===== src/rtl/muldiv_sequencer.sv =====
`default_nettype none
// ============================================================================
// Module      : muldiv_sequencer
// Description : Iterative 32-bit shift-add multiply / restoring divide unit
//               that owns the HI/LO registers and raises the HI/LO stall.
// Revision    : 1.0 - initial release
// ============================================================================
module muldiv_sequencer (
    input  logic        clk,
    input  logic        rst_n,
    input  logic        mul_start,
    input  logic        div_start,
    input  logic        signed_op,
    input  logic [31:0] op_a,
    input  logic [31:0] op_b,
    input  logic        hi_lo_write_en,
    input  logic        hi_lo_reg_control,
    input  logic [31:0] mt_data,
    input  logic        read_req,
    input  logic        flush,
    output logic [31:0] hi,
    output logic [31:0] lo,
    output logic        busy,
    output logic        stall,
    output logic        done,
    output logic        divide_zero
);

    typedef enum logic [1:0] {
        S_IDLE  = 2'd0,
        S_RUN   = 2'd1,
        S_FIXUP = 2'd2
    } state_t;

    state_t      r_state;
    logic [4:0]  r_cnt;
    logic        r_is_div;
    logic        r_neg_res;
    logic        r_neg_rem;
    logic [63:0] r_acc;
    logic [31:0] r_opnd;
    logic [31:0] r_hi;
    logic [31:0] r_lo;
    logic        r_busy;
    logic        r_done;
    logic        r_dz;

    logic [31:0] w_abs_a;
    logic [31:0] w_abs_b;
    logic [32:0] w_mul_sum;
    logic [63:0] w_mul_next;
    logic [32:0] w_div_top;
    logic [32:0] w_div_diff;
    logic [63:0] w_div_next;
    logic [63:0] w_prod;
    logic [31:0] w_quo;
    logic [31:0] w_rem;
    logic        w_res_neg;

    assign w_abs_a   = (signed_op & op_a[31]) ? (~op_a + 32'd1) : op_a;
    assign w_abs_b   = (signed_op & op_b[31]) ? (~op_b + 32'd1) : op_b;
    assign w_res_neg = signed_op & (op_a[31] ^ op_b[31]);

    // Multiply: multiplier sits in the low half and is shifted out LSB first.
    assign w_mul_sum  = {1'b0, r_acc[63:32]} + (r_acc[0] ? {1'b0, r_opnd} : 33'd0);
    assign w_mul_next = {w_mul_sum, r_acc[31:1]};

    // Divide: the shifted partial remainder can reach 33 bits, so compare at that width.
    assign w_div_top  = r_acc[63:31];
    assign w_div_diff = w_div_top - {1'b0, r_opnd};
    assign w_div_next = w_div_diff[32] ? {r_acc[62:0], 1'b0}
                                       : {w_div_diff[31:0], r_acc[30:0], 1'b1};

    assign w_prod = r_neg_res ? (~r_acc + 64'd1) : r_acc;
    assign w_quo  = r_neg_res ? (~r_acc[31:0] + 32'd1) : r_acc[31:0];
    assign w_rem  = r_neg_rem ? (~r_acc[63:32] + 32'd1) : r_acc[63:32];

    always_ff @(posedge clk) begin
        if (!rst_n) begin
            r_state   <= S_IDLE;
            r_cnt     <= 5'd0;
            r_is_div  <= 1'b0;
            r_neg_res <= 1'b0;
            r_neg_rem <= 1'b0;
            r_acc     <= 64'd0;
            r_opnd    <= 32'd0;
            r_hi      <= 32'd0;
            r_lo      <= 32'd0;
            r_busy    <= 1'b0;
            r_done    <= 1'b0;
            r_dz      <= 1'b0;
        end else begin
            r_done <= 1'b0;
            r_dz   <= 1'b0;
            if (flush) begin
                r_state <= S_IDLE;
                r_busy  <= 1'b0;
                r_cnt   <= 5'd0;
            end else begin
                case (r_state)
                    S_IDLE: begin
                        if (hi_lo_write_en) begin
                            if (hi_lo_reg_control) r_hi <= mt_data;
                            else                   r_lo <= mt_data;
                        end
                        if (mul_start) begin
                            r_is_div  <= 1'b0;
                            r_neg_res <= w_res_neg;
                            r_neg_rem <= 1'b0;
                            r_acc     <= {32'd0, w_abs_b};
                            r_opnd    <= w_abs_a;
                            r_cnt     <= 5'd0;
                            r_busy    <= 1'b1;
                            r_state   <= S_RUN;
                        end else if (div_start) begin
                            if (op_b == 32'd0) begin
                                r_dz <= 1'b1;
                            end else begin
                                r_is_div  <= 1'b1;
                                r_neg_res <= w_res_neg;
                                r_neg_rem <= signed_op & op_a[31];
                                r_acc     <= {32'd0, w_abs_a};
                                r_opnd    <= w_abs_b;
                                r_cnt     <= 5'd0;
                                r_busy    <= 1'b1;
                                r_state   <= S_RUN;
                            end
                        end
                    end
                    S_RUN: begin
                        r_acc <= r_is_div ? w_div_next : w_mul_next;
                        r_cnt <= r_cnt + 5'd1;
                        if (r_cnt == 5'd31) r_state <= S_FIXUP;
                    end
                    S_FIXUP: begin
                        if (r_is_div) begin
                            r_lo <= w_quo;
                            r_hi <= w_rem;
                        end else begin
                            r_hi <= w_prod[63:32];
                            r_lo <= w_prod[31:0];
                        end
                        r_done  <= 1'b1;
                        r_busy  <= 1'b0;
                        r_state <= S_IDLE;
                    end
                    default: begin
                        r_busy  <= 1'b0;
                        r_state <= S_IDLE;
                    end
                endcase
            end
        end
    end

    assign hi          = r_hi;
    assign lo          = r_lo;
    assign busy        = r_busy;
    assign done        = r_done;
    assign divide_zero = r_dz;
    assign stall       = r_busy & (read_req | hi_lo_write_en | mul_start | div_start);

endmodule
`default_nettype wire


===== config.mk =====
export PLATFORM = sky130hd
export DESIGN_NAME = muldiv_sequencer
export DESIGN_NICKNAME = d
export VERILOG_FILES = /design/src/rtl/muldiv_sequencer.sv
export SDC_FILE = /design/constraint.sdc
export NUM_CORES = 1
export LEC_CHECK = 0
export CAP_MARGIN = 20
export CELL_PAD_IN_SITES_DETAIL_PLACEMENT = 1
export CELL_PAD_IN_SITES_GLOBAL_PLACEMENT = 1
export CORE_ASPECT_RATIO = 0.5
export CORE_MARGIN = 8
export CORE_UTILIZATION = 30
export CTS_CLUSTER_SIZE = 28
export DETAILED_ROUTE_END_ITERATION = 7
export GPL_ROUTABILITY_DRIVEN = 0
export PLACE_DENSITY = 0.71
export SLEW_MARGIN = 20
export SYNTH_ARGS = -nofsm -noshare
export SYNTH_HDL_FRONTEND = slang
export SYNTH_SLANG_ARGS = --single-unit

===== constraint.sdc =====
create_clock -name clk -period 3.2 [get_ports clk]
set_input_delay 0.32 -clock clk [delete_from_list [all_inputs] [get_ports clk]]
set_output_delay 0.32 -clock clk [all_outputs]
set_load 0.005 [all_outputs]

# Word level (Yosys, flattened, before mapping)
# Cells that the tools add are included.
[op_classes]
shifts = 0
div_mod_pow = 0
n_mux = 45
reduce_logical = 14
bitwise = 18
multipliers = 0
n_addsub = 8
n_eq_ne = 10
magnitude_cmp = 0
[ops]
columns = ["cell", "count"]
rows = [
  ["32-bit two-way mux", 14],
  ["64-bit two-way mux", 6],
  ["32-bit by 1-bit adder with 32-bit output (second input constant)", 4],
  ["32-bit NOT", 4],
  ["32-bit one-hot mux with 2 select lines", 2],
  ["64-bit one-hot mux with 2 select lines", 1],
  ["64-bit by 1-bit adder with 64-bit output (second input constant)", 1],
  ["64-bit NOT", 1],
  ["32-bit by 32-bit adder with 33-bit output", 1],
  ["33-bit by 32-bit subtractor with 33-bit output", 1],
  ["32-bit logical NOT", 1],
  ["4-bit AND reduction", 4],
  ["5-bit two-way mux", 3],
  ["1-bit two-way mux", 12],
  ["2-bit != test (second input constant)", 5],
  ["5-bit one-hot mux with 2 select lines", 1],
  ["3-bit AND reduction", 3],
  ["2-bit two-way mux", 4],
  ["3-bit != test (second input constant)", 2],
  ["2-bit nonzero test", 3],
  ["5-bit by 1-bit adder with 5-bit output (second input constant)", 1],
  ["5-bit equality test (second input constant)", 1],
  ["1-bit NOT", 5],
  ["5-bit OR reduction", 1],
  ["other kinds (9)", 14],
]
[totals]
mem_count = 0
inputBits = 105
latchBits = 0
mem_bits_rw = 0
elab_cells = 107
reg_bits = 173
mem_bits_ro = 0

# Depth between registers and ports, before layout
# Gate-level depths: netlist (run 1).
[depth]
depth_word = 7
mapped_depth = 15

# Worst setup path before layout (run 1)
# OpenSTA, ideal clock, no wires.
[synth_timing]
path_type = "register -> register"
start = "register r_acc[0]"
end = "register r_acc[58]"
arrival_time_ns = 3.148
path_stages_with_launch = 16
period_less_slack_ns = 3.217
setup_time_ns = 0.069
t_required_ns = 3.131
path_slack_ns = -0.017
n_path_buf = 2
path_cell_list = "dfxtp_1 inv_1 clkbuf_1 nor2_1 ha_1 clkbuf_1 and3_1 o2111a_1 o21ai_0 or3_1 a311oi_1 a31oi_1 o21bai_1 xor2_1 o22ai_1 o21ai_1"
[synth_between]
elab_chain_cells = 4
[synth_rtl]
columns = ["item", "line", "source"]
rows = [
  ["start: declaration", "40", "logic [63:0] r_acc;"],
  ["start signal: assignment", "110", "r_acc <= {32'd0, w_abs_b};"],
  ["start signal: assignment", "122", "r_acc <= {32'd0, w_abs_a};"],
  ["start signal: assignment", "131", "r_acc <= r_is_div ? w_div_next : w_mul_next;"],
  ["32-bit two-way mux", "65", "assign w_mul_sum = {1'b0, r_acc[63:32]} + (r_acc[0] ? {1'b0, r_opnd} : 33'd0);"],
  ["32-bit by 32-bit adder with 33-bit output", "65", ""],
  ["64-bit two-way mux", "131", ""],
  ["64-bit one-hot mux with 2 select lines", "100", "case (r_state)"],
]
# Every way passes these cells.
# A chain may end at the register's enable or synchronous reset.

# Final worst setup path (run 1)
[layout_timing]
start = "register r_acc[0]"
end = "register r_acc[59]"
# Same word-level chain as after synthesis.

==> results of run 1 <==
-- power by group through the flow --
| stage | Clock, mW | Combinational (mW) | Sequential, mW |
|---|---|---|---|
| after floorplan | 0 | 1.09 | 2.37 |
| after global placement | 0 | 2.00 | 2.40 |
| after detailed placement | 0 | 2.03 | 2.40 |
| after CTS | 2.29 | 2.08 | 2.35 |
| after global routing | 2.37 | 2.33 | 2.37 |
| final | 2.26 | 2.17 | 2.36 |
-- cells in the mapped netlist, types with 25 or more instances --
master | number | area share (%)
nor2_1 | 208 | 5.2
a21oi_1 | 207 | 6.9
o21ai_0 | 177 | 5.9
dfxtp_1 | 173 | 23
nand2_1 | 161 | 4.0
clkbuf_1 | 111 | 2.8
xor2_1 | 90 | 5.3
mux2i_1 | 79 | 5.3
xnor2_1 | 75 | 4.4
ha_1 | 70 | 5.9
nor2b_1 | 60 | 2.5
inv_1 | 58 | 1.5
nand3_1 | 48 | 1.6
nor3_1 | 42 | 1.4
a21o_1 | 38 | 1.9
a211oi_1 | 35 | 1.8
o211ai_1 | 25 | 1.3
-- layer usage --
layer	vias to the layer above	part of all wire [%]	track usage, %
li1	8074	-	-
met1	8640	43	29.6
met2	509	48	39.8
met3	140	5.7	2.69
met4	2	2.8	5.94
met5	-	0.019	0
-- state kept, by name, indices dropped and copies added, names as in the netlist --
| signal | count |
|---|---|
| r_cnt | 5 |
| r_opnd | 32 |
| r_is_div | 1 |
| r_acc | 64 |
| r_neg_rem | 1 |
| done | 1 |
| busy | 1 |
| r_state | 2 |
| hi | 32 |
| r_neg_res | 1 |
| lo | 32 |
| divide_zero | 1 |
-- final timing paths --
path | startpoint | endpoint | slack [ns] | cells past startpoint
max | r_acc[0] | r_acc[59] | -0.03 | 15
max reg2reg | r_acc[0] | r_acc[59] | -0.03 | 15
min reg2reg | hi[6] | hi[6] | 0.48 | 2
min | mul_start | divide_zero | 0.33 | 4
-- kinds of logic (layout without fill, tap and decap cells) --
group / Yosys count / count (layout) / share of synthesized area, %
compound gates: 677 / 677 / 28.5
xor+xnor: 165 / 165 / 9.65
fa+ha+maj: 72 / 72 / 6.12
buf+inv: 191 / 570 / 5.13
flops: 173 / 173 / 23.1
mux: 87 / 87 / 5.88
simple gates: 666 / 666 / 21.6
-- critical path, stage by stage (launching register included) --
cell and delay [ns]:
dfxtp_4 0.39, inv_8 0.05, buf_12 0.13, buf_12 0.14, nor2_2 0.17, ha_4 0.24
a21o_1 0.21, nor3_1 0.23, a21oi_2 0.13, a21oi_2 0.22, o21ai_2 0.13, o41ai_4 0.43
nor2_1 0.12, o31a_1 0.27, mux2i_1 0.15, o211a_1 0.15
-- per-stage QoR --
step	area, µm²	cells	hold slack [ns]
finish	20600	3070	0.325
global route	20600	3070	0.336
CTS	20200	3062	0.314
detailed placement	19300	3019	0.459
global placement	19300	3019	0.454
floorplan	15000	2031	0.396
-- timing repair --
action | CTS | global route
buffers inserted | 10 | 7
cloned | 1 | 1
gates resized for setup | 34 | 95
setup endpoints to repair | 30 | 39
pin swaps | 15 | 27
-- area by class of cell --
type	count	area, µm²
multi-input combinational	1667	11200
fill	6063	29200
clock inverter	15	203
inverter	58	228
tap	660	826
clock buffer	17	425
timing repair buffer	480	4200
sequential	173	3490
==> results.py, run 1 <==
metrics = {
    "layout": {
        "layout_common_cells": "buf_4, nor2_1, a21oi_1",
        "syn_to_final_growth_pct": 37.7,
        "antenna_cells": 0,
        "final_common_cell": "buf_4",
        "final_nets": 2574,
        "final_core_util_pct": 41.4,
        "drive_gt1_share_pct": 19.7,
    },
    "power": {
        "power.leakage_nw": 8.58,
        "design_power_total_mw": 6.80,
        "swShare_pct": 36.7,
        "comb_power_share_pct": 32.0,
        "p_per_area_mw_per_mm2": 330,
        "power_switching_mw": 2.50,
        "clock_power_share_pct": 33.3,
        "vdd_drop_max_uv": 377,
        "seqPwrFrac_pct": 34.8,
        "intPower_mw": 4.31,
    },
    "floorplanning": {
        "die_w_um": 332,
        "start_util_pct": 30.1,
        "io_pins": 173,
        "die_h_um": 174,
        "fp.coreArea_mm2": 0.0498,
        "placementRows": 58,
        "dieArea_mm2": 0.0577,
    },
    "status": {
        "outcome": "complete, but fails checks",
        "violations": "setup timing",
    },
    "worst_setup_path": {
        "crit_path_end_kind": "flip-flop",
        "worstPathMaxFanout": 8,
        "crit_type": "reg -> reg",
        "critPathRequiredTime_ns": 3.60,
        "crit_path_start_kind": "flip-flop",
        "arrival_ns": 3.64,
    },
    "route": {
        "remaining_drc_errors": 0,
        "vias_per_cell": 5.66,
        "wire_per_inst_um": 22.6,
        "vias": 17365,
        "drtAntennaViolNets": 0,
        "firstDrtPassIters": 5,
        "routed_wl_mm": 69.2,
        "drt-initial-drc-count": 1429,
    },
    "timing": {
        "fmax_mhz": 309,
        "final_max_slew_viol_count": 0,
        "timing.final.ws_setup_ns": -0.0346,
        "rsz0062_at_grt": "yes",
        "hold_viol": 0,
        "setup_viol": 2,
        "worst_pin_slew_ns": 0.864,
        "fin_crit_sh_pct": 101,
        "period_needed_ns": 3.23,
        "skew_ns": 0.0211,
        "setup_tns_ns": -0.0364,
        "slew-limit-headroom_pct": 42.4,
    },
    "logic_synthesis": {
        "synth_edf_count": 0,
        "synth.yosys.seq_area_share_pct": 23.1,
        "syn_area_mm2": 0.0150,
        "yosysUniqueCellTypes": 82,
        "syn_inst": 2031,
        "synth-seq-cells": 173,
        "yosys_warnings": 0,
        "ys_async_sr_fraction_pct": 0,
        "synth_fp_nets": 2208,
        "synth_top_flop_cell": "dfxtp_1",
        "syn_area_per_cell_um2": 7.37,
    },
    "clock_network": {
        "cts.sinks": 173,
        "cts_tree": "built",
        "htreeDepth": 4,
        "root_buffer": "clkbuf_16",
        "holdBufCountCts": 0,
        "clk_latency_ns": 0.47,
        "clockBufferDepth": 2,
        "cts_buffers": 17,
        "clk_pin_slew_worst_paths_ns": 0.08,
    },
    "worst_hold_path": {
        "hp-class": "in -> reg",
    },
    "place": {
        "hpwlAfterDp_mm": 54.2,
        "io_buffers": 172,
        "post-place-ws_ns": -0.266,
    },
    "global_route": {
        "grt_max_degree": 135,
        "overflow": 0,
        "grt_pass1_vias": 17596,
        "antenna_found_initial": 1,
        "grt_use_total_pct": 22.8,
        "grt_pass1_wl_mm": 105,
    },
    "job": {
        "maxCapViolCount": 0,
    },
}
Note: power is estimated with default switching activity, not from simulation.
==> run 2: changes to the inputs <==
==> constraint.sdc (replaced) <==
create_clock -name clk -period 2.9 [get_ports clk]
set_input_delay 0.29 -clock clk [delete_from_list [all_inputs] [get_ports clk]]
set_output_delay 0.29 -clock clk [all_outputs]
set_load 0.005 [all_outputs]
==> results.py, run 2 (synthesized netlist as in run 1, its figures left out) <==
metrics = {
    "status": {
        "outcome": "complete, but fails checks",
        "violations": "setup timing",
    },
    "worst_setup_path": {
        "r2r_cells": 15,
        "timing.rr.end": "r_acc[57]",
        "critPathRequiredTime_ns": 3.31,
        "worstPathMaxFanout": 4,
        "cpMostUsedCell": "or2_4",
        "crit_end": "r_acc[57]",
        "r2r_setup_slack_ns": -0.29,
        "slowest_delay_ns": 0.37,
        "rr_startpoint": "r_opnd[7]",
        "crit_path_top_delay_cell": "dfxtp_2",
        "crit_path_start_kind": "flip-flop",
        "crit_path_end_kind": "flip-flop",
        "arrival_ns": 3.60,
        "crit_chain": "inv_2 -> ha_4 -> or2_4 -> or2_4 -> o211ai_1 -> nand3_2 -> o2111a_1 -> a311oi_4 -> buf_12 -> buf_8 -> buf_4 -> nand3_4 -> buf_6 -> a31oi_4 -> a211o_1",
        "crit_type": "reg -> reg",
        "cp-startpoint": "r_opnd[7]",
    },
    "timing": {
        "skew_ns": 0.0184,
        "timing.final.ws_setup_ns": -0.289,
        "fmax_mhz": 314,
        "rsz0062_at_grt": "yes",
        "setup_tns_ns": -5.61,
        "setup_viol": 33,
        "fin_crit_sh_pct": 110,
        "final_max_slew_viol_count": 0,
        "slew-limit-headroom_pct": 58.6,
        "timing.hold.ws_ns": 0.193,
        "period_needed_ns": 3.19,
        "hold_viol": 0,
        "worst_pin_slew_ns": 0.620,
    },
    "layout": {
        "layout_common_cells": "buf_4, a21oi_1, nor2_1",
        "drive_gt1_share_pct": 27.1,
        "syn_to_final_growth_pct": 48.1,
        "largest_reg_flops": 64,
        "final_common_cell": "buf_4",
        "regMostFlops": "r_acc",
        "final_nets": 2699,
        "finalNonFillerCells": 3196,
    },
    "global_route": {
        "antenna_found_initial": 3,
        "overflow": 0,
        "grt_pass1_vias": 18013,
        "grt_use_total_pct": 23.4,
        "grt_pass1_wl_mm": 108,
        "grt_max_degree": 125,
    },
    "floorplanning": {
        "die_h_um": 174,
        "io_pins": 173,
        "die_w_um": 332,
        "placementRows": 58,
        "start_util_pct": 30.1,
        "dieArea_mm2": 0.0577,
        "fp.coreArea_mm2": 0.0498,
    },
    "place": {
        "dp.cells": 3126,
        "post-place-ws_ns": -0.458,
        "io_buffers": 172,
        "hpwlAfterDp_mm": 55.8,
    },
    "clock_network": {
        "clk_pin_slew_worst_paths_ns": 0.08,
        "clk_latency_ns": 0.47,
        "root_buffer": "clkbuf_16",
        "htreeDepth": 4,
        "cts.sinks": 173,
        "cts_tree": "built",
        "clockBufferDepth": 2,
        "cts_buffers": 17,
    },
    "route": {
        "firstDrtPassIters": 5,
        "wire_per_inst_um": 23.1,
        "drt-initial-drc-count": 1472,
        "routed_wl_mm": 73.7,
        "drtAntennaViolNets": 0,
        "vias": 18065,
        "remaining_drc_errors": 0,
        "vias_per_cell": 5.65,
    },
    "job": {
        "maxCapViolCount": 0,
    },
    "power": {
        "p_per_area_mw_per_mm2": 354,
        "power.leakage_nw": 9.33,
        "vdd_drop_max_uv": 451,
        "design_power_total_mw": 7.84,
    },
    "worst_hold_path": {
        "hp-class": "in -> reg",
    },
}
run 2: stage by stage:
stage          utilization (%)  instance area [µm²]
3_3_place_gp              40.6                20200
5_1_grt                   44.5                22200
3_5_place_dp              40.6                20200
6_report                  44.5                22200
4_1_cts                   43.0                21400
2_1_floorplan                -                15100
run 2: where the power goes:
part	switching [mW]	internal, mW
logic	1.44	1.24
registers	0.122	2.49
clock network	1.23	1.32
run 2: final cells by class:
cell class | instances | area [µm²]
multi-input cells | 1669 | 11700
flip-flops and latches | 173 | 3510
clock inverters | 15 | 203
fillers | 6032 | 27600
repair buffers | 603 | 5240
diodes | 1 | 2.50
well taps | 660 | 826
clock buffers | 17 | 425
inverters | 58 | 233
run 2: worst min path at each step:
stage          cells after the start  slack (ns)     start           to
2_1_floorplan                      1        0.37  op_b[31]  divide_zero
6_report                           3        0.19     rst_n       hi[23]
4_1_cts                            3        0.18     rst_n       hi[30]
3_3_place_gp                       2        0.45     hi[0]        hi[0]
3_5_place_dp                       2        0.46    hi[14]       hi[14]
5_1_grt                            2        0.19     rst_n       hi[18]
run 2: worst max-delay path: cells and delay by family (launching register included):
kind            cells  cell delay [ns]
compound gates      5             1.24
simple gates        4             0.76
buf+inv             5             0.61
flops               1             0.37
fa+ha+maj           1             0.16
run 2: timing repair:
action	4_1_cts	5_1_grt
gates cloned	3	5
setup buffers	15	21
pin swaps	40	62
gates resized for setup	109	168
hold buffers	0	0
setup endpoints to repair	41	79
run 2: routing by layer:
metal / vias up / track usage (%) / part of all wire [%]
met3: 120 / 3.31 / 6.3
met4: 2 / 5.76 / 2.7
met2: 548 / 40.5 / 49
met1: 9060 / 30.5 / 42
li1: 8335 / - / -
met5: - / 0 / 0.016
